==> config.mk <==
export PLATFORM = sky130hd
export DESIGN_NAME = boot_ahb_bridge_flat
export DESIGN_NICKNAME = d
export VERILOG_FILES = /design/src/rtl/boot_ahb_bridge_if.sv /design/src/rtl/boot_ahb_bridge.sv /design/src/flat_wrapper.sv
export SDC_FILE = /design/constraint.sdc
export NUM_CORES = 1
export LEC_CHECK = 0
export ABC_AREA = 1
export BUFFER_PORTS_ARGS = -buffer_cell sky130_fd_sc_hd__buf_2
export CELL_PAD_IN_SITES_DETAIL_PLACEMENT = 1
export CELL_PAD_IN_SITES_GLOBAL_PLACEMENT = 1
export CORE_ASPECT_RATIO = 1.25
export CORE_UTILIZATION = 40
export CTS_BUF_LIST = sky130_fd_sc_hd__clkbuf_8
export CTS_CLUSTER_DIAMETER = 80
export CTS_CLUSTER_SIZE = 8
export DETAILED_ROUTE_END_ITERATION = 8
export PLACE_DENSITY_LB_ADDON = 0.1
export SYNTH_ARGS = -nofsm -noshare
export SYNTH_HDL_FRONTEND = slang
export SYNTH_SLANG_ARGS = --single-unit
==> constraint.sdc <==
create_clock -name clk -period 3.1 [get_ports clk]
set_clock_uncertainty 0.2 [all_clocks]
set_input_delay 0.31 -clock clk [delete_from_list [all_inputs] [get_ports clk]]
set_output_delay 0.31 -clock clk [all_outputs]
set_load 0.02 [all_outputs]
==> src/rtl/boot_ahb_bridge_if.sv <==
// Boot-control bridge bundle: the go/done request port from the boot
// controllers plus the AHB-Lite master port toward the SoC fabric.
// The master modport is the bridge (it masters AHB and serves requests);
// the slave modport is the environment (requester and AHB responder).
interface boot_ahb_bridge_if #(
  parameter int pAHB_ADDR_WIDTH    = 32,
  parameter int pAHB_DATA_WIDTH    = 32,
  parameter int pPAYLOAD_SIZE_BITS = 128
);
  // request side
  logic                          bus_go;
  logic [pAHB_ADDR_WIDTH-1:0]    bus_addr;
  logic                          bus_RW;
  logic [pPAYLOAD_SIZE_BITS-1:0] bus_write;
  logic                          bus_done;
  logic [pPAYLOAD_SIZE_BITS-1:0] bus_rdData;
  logic                          bus_err;
  logic                          bus_busy;
  // AHB-Lite side
  logic [pAHB_ADDR_WIDTH-1:0]    HADDR;
  logic [1:0]                    HTRANS;
  logic                          HWRITE;
  logic [2:0]                    HSIZE;
  logic [2:0]                    HBURST;
  logic [pAHB_DATA_WIDTH-1:0]    HWDATA;
  logic [pAHB_DATA_WIDTH-1:0]    HRDATA;
  logic                          HREADY;
  logic                          HRESP;

  modport master (
    input  bus_go, bus_addr, bus_RW, bus_write,
    output bus_done, bus_rdData, bus_err, bus_busy,
    output HADDR, HTRANS, HWRITE, HSIZE, HBURST, HWDATA,
    input  HRDATA, HREADY, HRESP
  );

  modport slave (
    output bus_go, bus_addr, bus_RW, bus_write,
    input  bus_done, bus_rdData, bus_err, bus_busy,
    input  HADDR, HTRANS, HWRITE, HSIZE, HBURST, HWDATA,
    output HRDATA, HREADY, HRESP
  );
endinterface

==> src/rtl/boot_ahb_bridge.sv <==
// Boot-path AHB-Lite master: each 128-bit go/done request becomes one
// INCR4 burst of 32-bit words. Address and data phases are pipelined and
// share HREADY, so the data phase in flight is always the previously
// accepted address beat. An ERROR response cancels the pending address
// phase and completes the request with bus_err set.
module boot_ahb_bridge #(
  parameter int pAHB_ADDR_WIDTH    = 32,
  parameter int pAHB_DATA_WIDTH    = 32,
  parameter int pPAYLOAD_SIZE_BITS = 128
) (
  input  logic                  clk,
  input  logic                  rst_n,
  boot_ahb_bridge_if.master     bif
);

  localparam int AW = pAHB_ADDR_WIDTH;
  localparam int DW = pAHB_DATA_WIDTH;
  localparam int PW = pPAYLOAD_SIZE_BITS;

  localparam logic [1:0] TRANS_IDLE   = 2'b00;
  localparam logic [1:0] TRANS_NONSEQ = 2'b10;
  localparam logic [1:0] TRANS_SEQ    = 2'b11;
  localparam logic [1:0] LAST_BEAT    = 2'd3;

  typedef enum logic [2:0] {
    ST_IDLE  = 3'd0,
    ST_BURST = 3'd1,
    ST_DRAIN = 3'd2,
    ST_ERR   = 3'd3,
    ST_DONE  = 3'd4
  } state_t;

  state_t          state_r;
  logic [1:0]      a_r;         // address-phase beat
  logic [1:0]      d_r;         // data-phase beat
  logic            dp_r;        // a data phase is in flight during BURST
  logic            rw_r;
  logic [PW-1:0]   wr_data_r;
  logic [PW-1:0]   rd_data_r;
  logic [AW-1:0]   haddr_r;
  logic [1:0]      htrans_r;
  logic            hwrite_r;
  logic [DW-1:0]   hwdata_r;
  logic            done_r;
  logic            err_r;
  logic            busy_r;

  // Word k of a payload lives at bits [32k+31:32k].
  function automatic logic [DW-1:0] word_sel(input logic [PW-1:0] p,
                                             input logic [1:0]    k);
    word_sel = p[{k, 5'b00000} +: DW];
  endfunction

  // Request sequencing, AHB phase generation and read-data capture.
  always_ff @(posedge clk or negedge rst_n) begin
    if (!rst_n) begin
      state_r   <= ST_IDLE;
      a_r       <= 2'd0;
      d_r       <= 2'd0;
      dp_r      <= 1'b0;
      rw_r      <= 1'b0;
      wr_data_r <= {PW{1'b0}};
      rd_data_r <= {PW{1'b0}};
      haddr_r   <= {AW{1'b0}};
      htrans_r  <= TRANS_IDLE;
      hwrite_r  <= 1'b0;
      hwdata_r  <= {DW{1'b0}};
      done_r    <= 1'b0;
      err_r     <= 1'b0;
      busy_r    <= 1'b0;
    end else begin
      done_r <= 1'b0;
      case (state_r)
        ST_IDLE: begin
          if (bif.bus_go) begin
            haddr_r   <= {bif.bus_addr[AW-1:4], 4'b0000};
            rw_r      <= bif.bus_RW;
            hwrite_r  <= bif.bus_RW;
            wr_data_r <= bif.bus_write;
            rd_data_r <= {PW{1'b0}};
            err_r     <= 1'b0;
            htrans_r  <= TRANS_NONSEQ;
            a_r       <= 2'd0;
            d_r       <= 2'd0;
            dp_r      <= 1'b0;
            busy_r    <= 1'b1;
            state_r   <= ST_BURST;
          end else begin
            state_r <= ST_IDLE;
          end
        end

        ST_BURST: begin
          if (dp_r && bif.HRESP && !bif.HREADY) begin
            // first ERROR cycle: withdraw the pending address phase
            htrans_r <= TRANS_IDLE;
            state_r  <= ST_ERR;
          end else if (bif.HREADY) begin
            if (dp_r && !rw_r) begin
              rd_data_r[{d_r, 5'b00000} +: DW] <= bif.HRDATA;
            end else begin
              rd_data_r <= rd_data_r;
            end
            // the accepted address beat becomes the new data phase
            dp_r     <= 1'b1;
            d_r      <= a_r;
            hwdata_r <= rw_r ? word_sel(wr_data_r, a_r) : {DW{1'b0}};
            if (a_r == LAST_BEAT) begin
              htrans_r <= TRANS_IDLE;
              state_r  <= ST_DRAIN;
            end else begin
              a_r      <= a_r + 2'd1;
              haddr_r  <= haddr_r + AW'(4);
              htrans_r <= TRANS_SEQ;
            end
          end else begin
            state_r <= ST_BURST;    // wait state: everything held
          end
        end

        ST_DRAIN: begin
          if (bif.HRESP && !bif.HREADY) begin
            state_r <= ST_ERR;
          end else if (bif.HREADY) begin
            if (!rw_r) begin
              rd_data_r[{d_r, 5'b00000} +: DW] <= bif.HRDATA;
            end else begin
              rd_data_r <= rd_data_r;
            end
            hwdata_r <= {DW{1'b0}};
            hwrite_r <= 1'b0;
            done_r   <= 1'b1;
            state_r  <= ST_DONE;
          end else begin
            state_r <= ST_DRAIN;
          end
        end

        ST_ERR: begin
          if (bif.HRESP && bif.HREADY) begin
            hwdata_r <= {DW{1'b0}};
            hwrite_r <= 1'b0;
            err_r    <= 1'b1;
            done_r   <= 1'b1;
            state_r  <= ST_DONE;
          end else begin
            state_r <= ST_ERR;
          end
        end

        ST_DONE: begin
          busy_r  <= 1'b0;
          state_r <= ST_IDLE;
        end

        default: begin
          htrans_r <= TRANS_IDLE;
          busy_r   <= 1'b0;
          state_r  <= ST_IDLE;
        end
      endcase
    end
  end

  assign bif.HADDR      = haddr_r;
  assign bif.HTRANS     = htrans_r;
  assign bif.HWRITE     = hwrite_r;
  assign bif.HWDATA     = hwdata_r;
  assign bif.HSIZE      = 3'b010;
  assign bif.HBURST     = 3'b011;
  assign bif.bus_done   = done_r;
  assign bif.bus_err    = err_r;
  assign bif.bus_busy   = busy_r;
  assign bif.bus_rdData = rd_data_r;

endmodule
==> src/flat_wrapper.sv <==
// flat-port wrapper written by rule: the top's interface ports become plain ports
module boot_ahb_bridge_flat 
#(
  parameter int pAHB_ADDR_WIDTH    = 32,
  parameter int pAHB_DATA_WIDTH    = 32,
  parameter int pPAYLOAD_SIZE_BITS = 128
)
  (clk, rst_n, bif_bus_go, bif_bus_addr, bif_bus_RW, bif_bus_write, bif_bus_done, bif_bus_rdData, bif_bus_err, bif_bus_busy, bif_HADDR, bif_HTRANS, bif_HWRITE, bif_HSIZE, bif_HBURST, bif_HWDATA, bif_HRDATA, bif_HREADY, bif_HRESP);
  boot_ahb_bridge_if #(.pAHB_ADDR_WIDTH(pAHB_ADDR_WIDTH), .pAHB_DATA_WIDTH(pAHB_DATA_WIDTH), .pPAYLOAD_SIZE_BITS(pPAYLOAD_SIZE_BITS)) bif_i ();
  input  logic clk;
  input  logic rst_n;
  input wire logic [$bits(bif_i.bus_go)-1:0] bif_bus_go;
  input wire logic [$bits(bif_i.bus_addr)-1:0] bif_bus_addr;
  input wire logic [$bits(bif_i.bus_RW)-1:0] bif_bus_RW;
  input wire logic [$bits(bif_i.bus_write)-1:0] bif_bus_write;
  output wire logic [$bits(bif_i.bus_done)-1:0] bif_bus_done;
  output wire logic [$bits(bif_i.bus_rdData)-1:0] bif_bus_rdData;
  output wire logic [$bits(bif_i.bus_err)-1:0] bif_bus_err;
  output wire logic [$bits(bif_i.bus_busy)-1:0] bif_bus_busy;
  output wire logic [$bits(bif_i.HADDR)-1:0] bif_HADDR;
  output wire logic [$bits(bif_i.HTRANS)-1:0] bif_HTRANS;
  output wire logic [$bits(bif_i.HWRITE)-1:0] bif_HWRITE;
  output wire logic [$bits(bif_i.HSIZE)-1:0] bif_HSIZE;
  output wire logic [$bits(bif_i.HBURST)-1:0] bif_HBURST;
  output wire logic [$bits(bif_i.HWDATA)-1:0] bif_HWDATA;
  input wire logic [$bits(bif_i.HRDATA)-1:0] bif_HRDATA;
  input wire logic [$bits(bif_i.HREADY)-1:0] bif_HREADY;
  input wire logic [$bits(bif_i.HRESP)-1:0] bif_HRESP;
  assign bif_i.bus_go = bif_bus_go;
  assign bif_i.bus_addr = bif_bus_addr;
  assign bif_i.bus_RW = bif_bus_RW;
  assign bif_i.bus_write = bif_bus_write;
  assign bif_bus_done = bif_i.bus_done;
  assign bif_bus_rdData = bif_i.bus_rdData;
  assign bif_bus_err = bif_i.bus_err;
  assign bif_bus_busy = bif_i.bus_busy;
  assign bif_HADDR = bif_i.HADDR;
  assign bif_HTRANS = bif_i.HTRANS;
  assign bif_HWRITE = bif_i.HWRITE;
  assign bif_HSIZE = bif_i.HSIZE;
  assign bif_HBURST = bif_i.HBURST;
  assign bif_HWDATA = bif_i.HWDATA;
  assign bif_i.HRDATA = bif_HRDATA;
  assign bif_i.HREADY = bif_HREADY;
  assign bif_i.HRESP = bif_HRESP;
  boot_ahb_bridge #(.pAHB_ADDR_WIDTH(pAHB_ADDR_WIDTH), .pAHB_DATA_WIDTH(pAHB_DATA_WIDTH), .pPAYLOAD_SIZE_BITS(pPAYLOAD_SIZE_BITS)) u_core (.clk(clk), .rst_n(rst_n), .bif(bif_i));
endmodule
==> impl_metrics.toml <==
[global_routing]
globalRouteMet2Util_pct = 51.58
grt_pass1_vias = 18870
grt_max_degree = 97
gr-usage-met1_pct = 37.89
grt_busiest_layer = "met2"
gr-usage-all-layers_pct = 30.78
grt_first_pass_wirelength_microns = 103300
number_of_antenna_violations_at_the_first_check_in_global_routing = 7
gr_overflow_total = 0
gr-usage-met3_pct = 5.358

[die]
fp.dieH_microns = 231.2
core-area_sq_um = 41230
fp.dieArea_sq_um = 42870
die_width_microns = 185.4
initial_cell_density_of_the_core_pct = 40.79
rows = 83
boundaryPins = 402

[power_and_ir_drop]
clockPowerShare_pct = 15.3
power.sequential.fraction_pct = 33.0
combinational_fraction_of_design_power_pct = 51.7
power_switching_share_pct = 51.23
power.net_switching_mw = 10.34
max-vdd-ir-drop_mv = 0.6397
power.static_leakage_nw = 11.79
power_density_nw_per_um2 = 925.3
p_int_mw = 9.845

[clock_network]
clkTransAtPathRegs_ps = 70
cts-root-to-sink-buffers = 3
cts-buffers-inserted = 47
clock-sinks = 333
cts.repair.resized = 0
worstSkewPairLatency_ps = 610
clk_root_buffer_cell = "clkbuf_8"
clock_tree.htree_level_count = 2
tritoncts_clock_tree = "done"

[routing]
vias_per_cell = 5.255
dr.first_iter.drc_count = 1145
route.detailed.drc = 0
routed_wirelength_microns = 65270
antenna_violating_nets_post_route = 0
drt_pass1_iterations = 5
routed-via-count = 17870
routedWlPerCell_microns = 19.19

[yosys]
yosys-top-cells-count = "nand2_1, dfrtp_1, nor2_1"
syn-cell-area_sq_um = 16820
synth.ff_latch_count = 333
synth_sequential_area_ratio_pct = 49.55
asyncSetResetFlopFracSynth_pct = 100.0
synth_area_leaders = "dfrtp_1, nand2_1, nand4_1"
synth.most_common_cell = "nand2_1"
synth_top_cell_area_share_pct = 49.55
post_synth_edffs = 0
cell_accounting_for_the_most_synthesized_area = "dfrtp_1"
yosys_most_used_dff = "dfrtp_1"
unique_masters_post_synth = 30
netlist_instances = 2323
synth.avg_cell_area_sq_um = 7.240
ys_warn_count = 0

[place]
finalWeightedCongestion = 0.8978
placedCellCount = 3145
buffer_ports.inserted = 389
dpl_wire_length_microns = 40400
postPlaceCellArea_sq_um = 19160

[critical_path]
critical_path_required_ps = 3430
timing.critical_path.to_type = "register"
crit_fanout = 18
crit_type = "reg2reg"
cp_data_arrival_time_ps = 3010
critical_path.reg2reg.startpoint = "u_core.d_r[0]"
cp-startpoint = "u_core.d_r[0]"
setup.worst_path.start_class = "register"

[final_layout]
layout.nets = 3042
num-fill-cells = 5273
final_area_sq_um = 21820
regArea_sq_um = 8335
area.growth.synth_to_final_pct = 29.74
utilization_pct = 52.92
finish.cell_count_without_fillers = 3401
final_layout_size_suffix_gt1_share_pct = 17.85
multiInputGateArea_sq_um = 7297

[sta]
finalMaxSlewViolations = 0
period_minus_slack_ps = 2683
worstMarginPinSlew_ps = 1128
final_min_period_over_clock_period_pct = 86.56
fmaxAchievable_ghz = 0.3727
rsz0062_at_grt = "false"
timing.final.hold_violations = 0
worst_slew_margin_rel_pct = 24.81
finalSetupTns_ps = 0
finalSetupViolCount = 0
hold_slack_ps = 95.77

[outcome]
status = "completed"

[run]
drv.max_cap_violation_count = 0

[min_path]
timing.hold.worst.class = "in2async"
-- per-stage QoR --
stage	setup slack [ps]	power [mW]
floorplan	503.5	13.51
global placement	544.7	16.30
detailed placement	490.8	16.66
CTS	447.5	20.04
global route	239.0	21.67
finish	416.7	20.19
-- metal layers --
metal	part of all wire (%)	wire length, microns
met2	49	31800
met5	0	0
met3	5.6	3669
met1	41	26580
met4	4.9	3221
-- cells by family after synthesis --
logic type,share of synthesized area [%]
buffers and inverters,7.321
adder cells (fa/ha/maj),0.5208
AO/OA/AOI/OAI,6.867
XOR/XNOR,0.3125
flip-flops,49.55
other,0.04466
AND/OR/NAND/NOR,35.38
-- flip-flops by register name, indices dropped and copies added, names as in the netlist --
signal                 count
u_core.rw_r                1
u_core.bif.bus_rdData    128
u_core.bif.HADDR          30
u_core.bif.HTRANS          2
u_core.bif.bus_err         1
u_core.a_r                 2
u_core.state_r             3
u_core.bif.bus_done        1
u_core.bif.bus_busy        1
u_core.d_r                 2
u_core.wr_data_r         128
u_core.dp_r                1
u_core.bif.HWRITE          1
u_core.bif.HWDATA         32
-- path summary, 6_finish.rpt --
kind                                              end  slack [ps]  cells past startpoint
hold reg to reg            u_core.bif.bus_rdData[118]         260                      2
max in group asynchronous        u_core.wr_data_r[78]        1760                      3
setup reg to reg            u_core.bif.bus_rdData[31]         420                      8
hold / removal                   u_core.bif.HADDR[27]         100                      2
setup / recovery            u_core.bif.bus_rdData[31]         420                      8
min in group clk                u_core.wr_data_r[123]         240                      4
-- worst max-delay path: stages, from the launching register on --
cell and delay (ps):
dfrtp_1 500, inv_1 170, ha_1 400, nor2_1 140
buf_4 220, nand2_1 490, nor2_1 240, nand4_1 130
nand2_1 110
-- area by class of cell --
class	count	share of cell area, %
Tap cell	552	3.166
Sequential cell	333	38.20
Clock buffer	48	3.028
Antenna cell	8	0.09175
Inverter	128	2.219
Clock inverter	5	0.1319
Multi-Input combinational cell	1704	33.44
Timing Repair Buffer	623	19.72
-- cell usage in the layout, fill, tap and decap left out, drive strengths merged, types with 2 or more instances in the layout --
master,n
ha,7
nand4,133
o22ai,3
o21bai,2
dfrtp,333
clkinv,3
clkbuf,48
dlygate4sd3,195
nand3,81
nand2,1013
xnor2,5
inv,129
nor3,2
or2,9
o21ai,129
a21oi,92
nor2,216
diode,8
conb,8
buf,428
-- power by group through the flow --
stage,combinational (mW),sequential [mW],clock (mW)
floorplan,6.58,6.93,0
global placement,9.68,6.62,0
detailed placement,9.98,6.68,0
CTS,10.3,6.62,3.16
global route,11.5,6.82,3.32
finish,10.4,6.67,3.08
-- repair_timing --
action,4_1_cts,5_1_grt
setup buffers,0,0
hold buffers,195,0
hold endpoints to repair,314,0
Note: power is estimated with default switching activity, not from simulation.
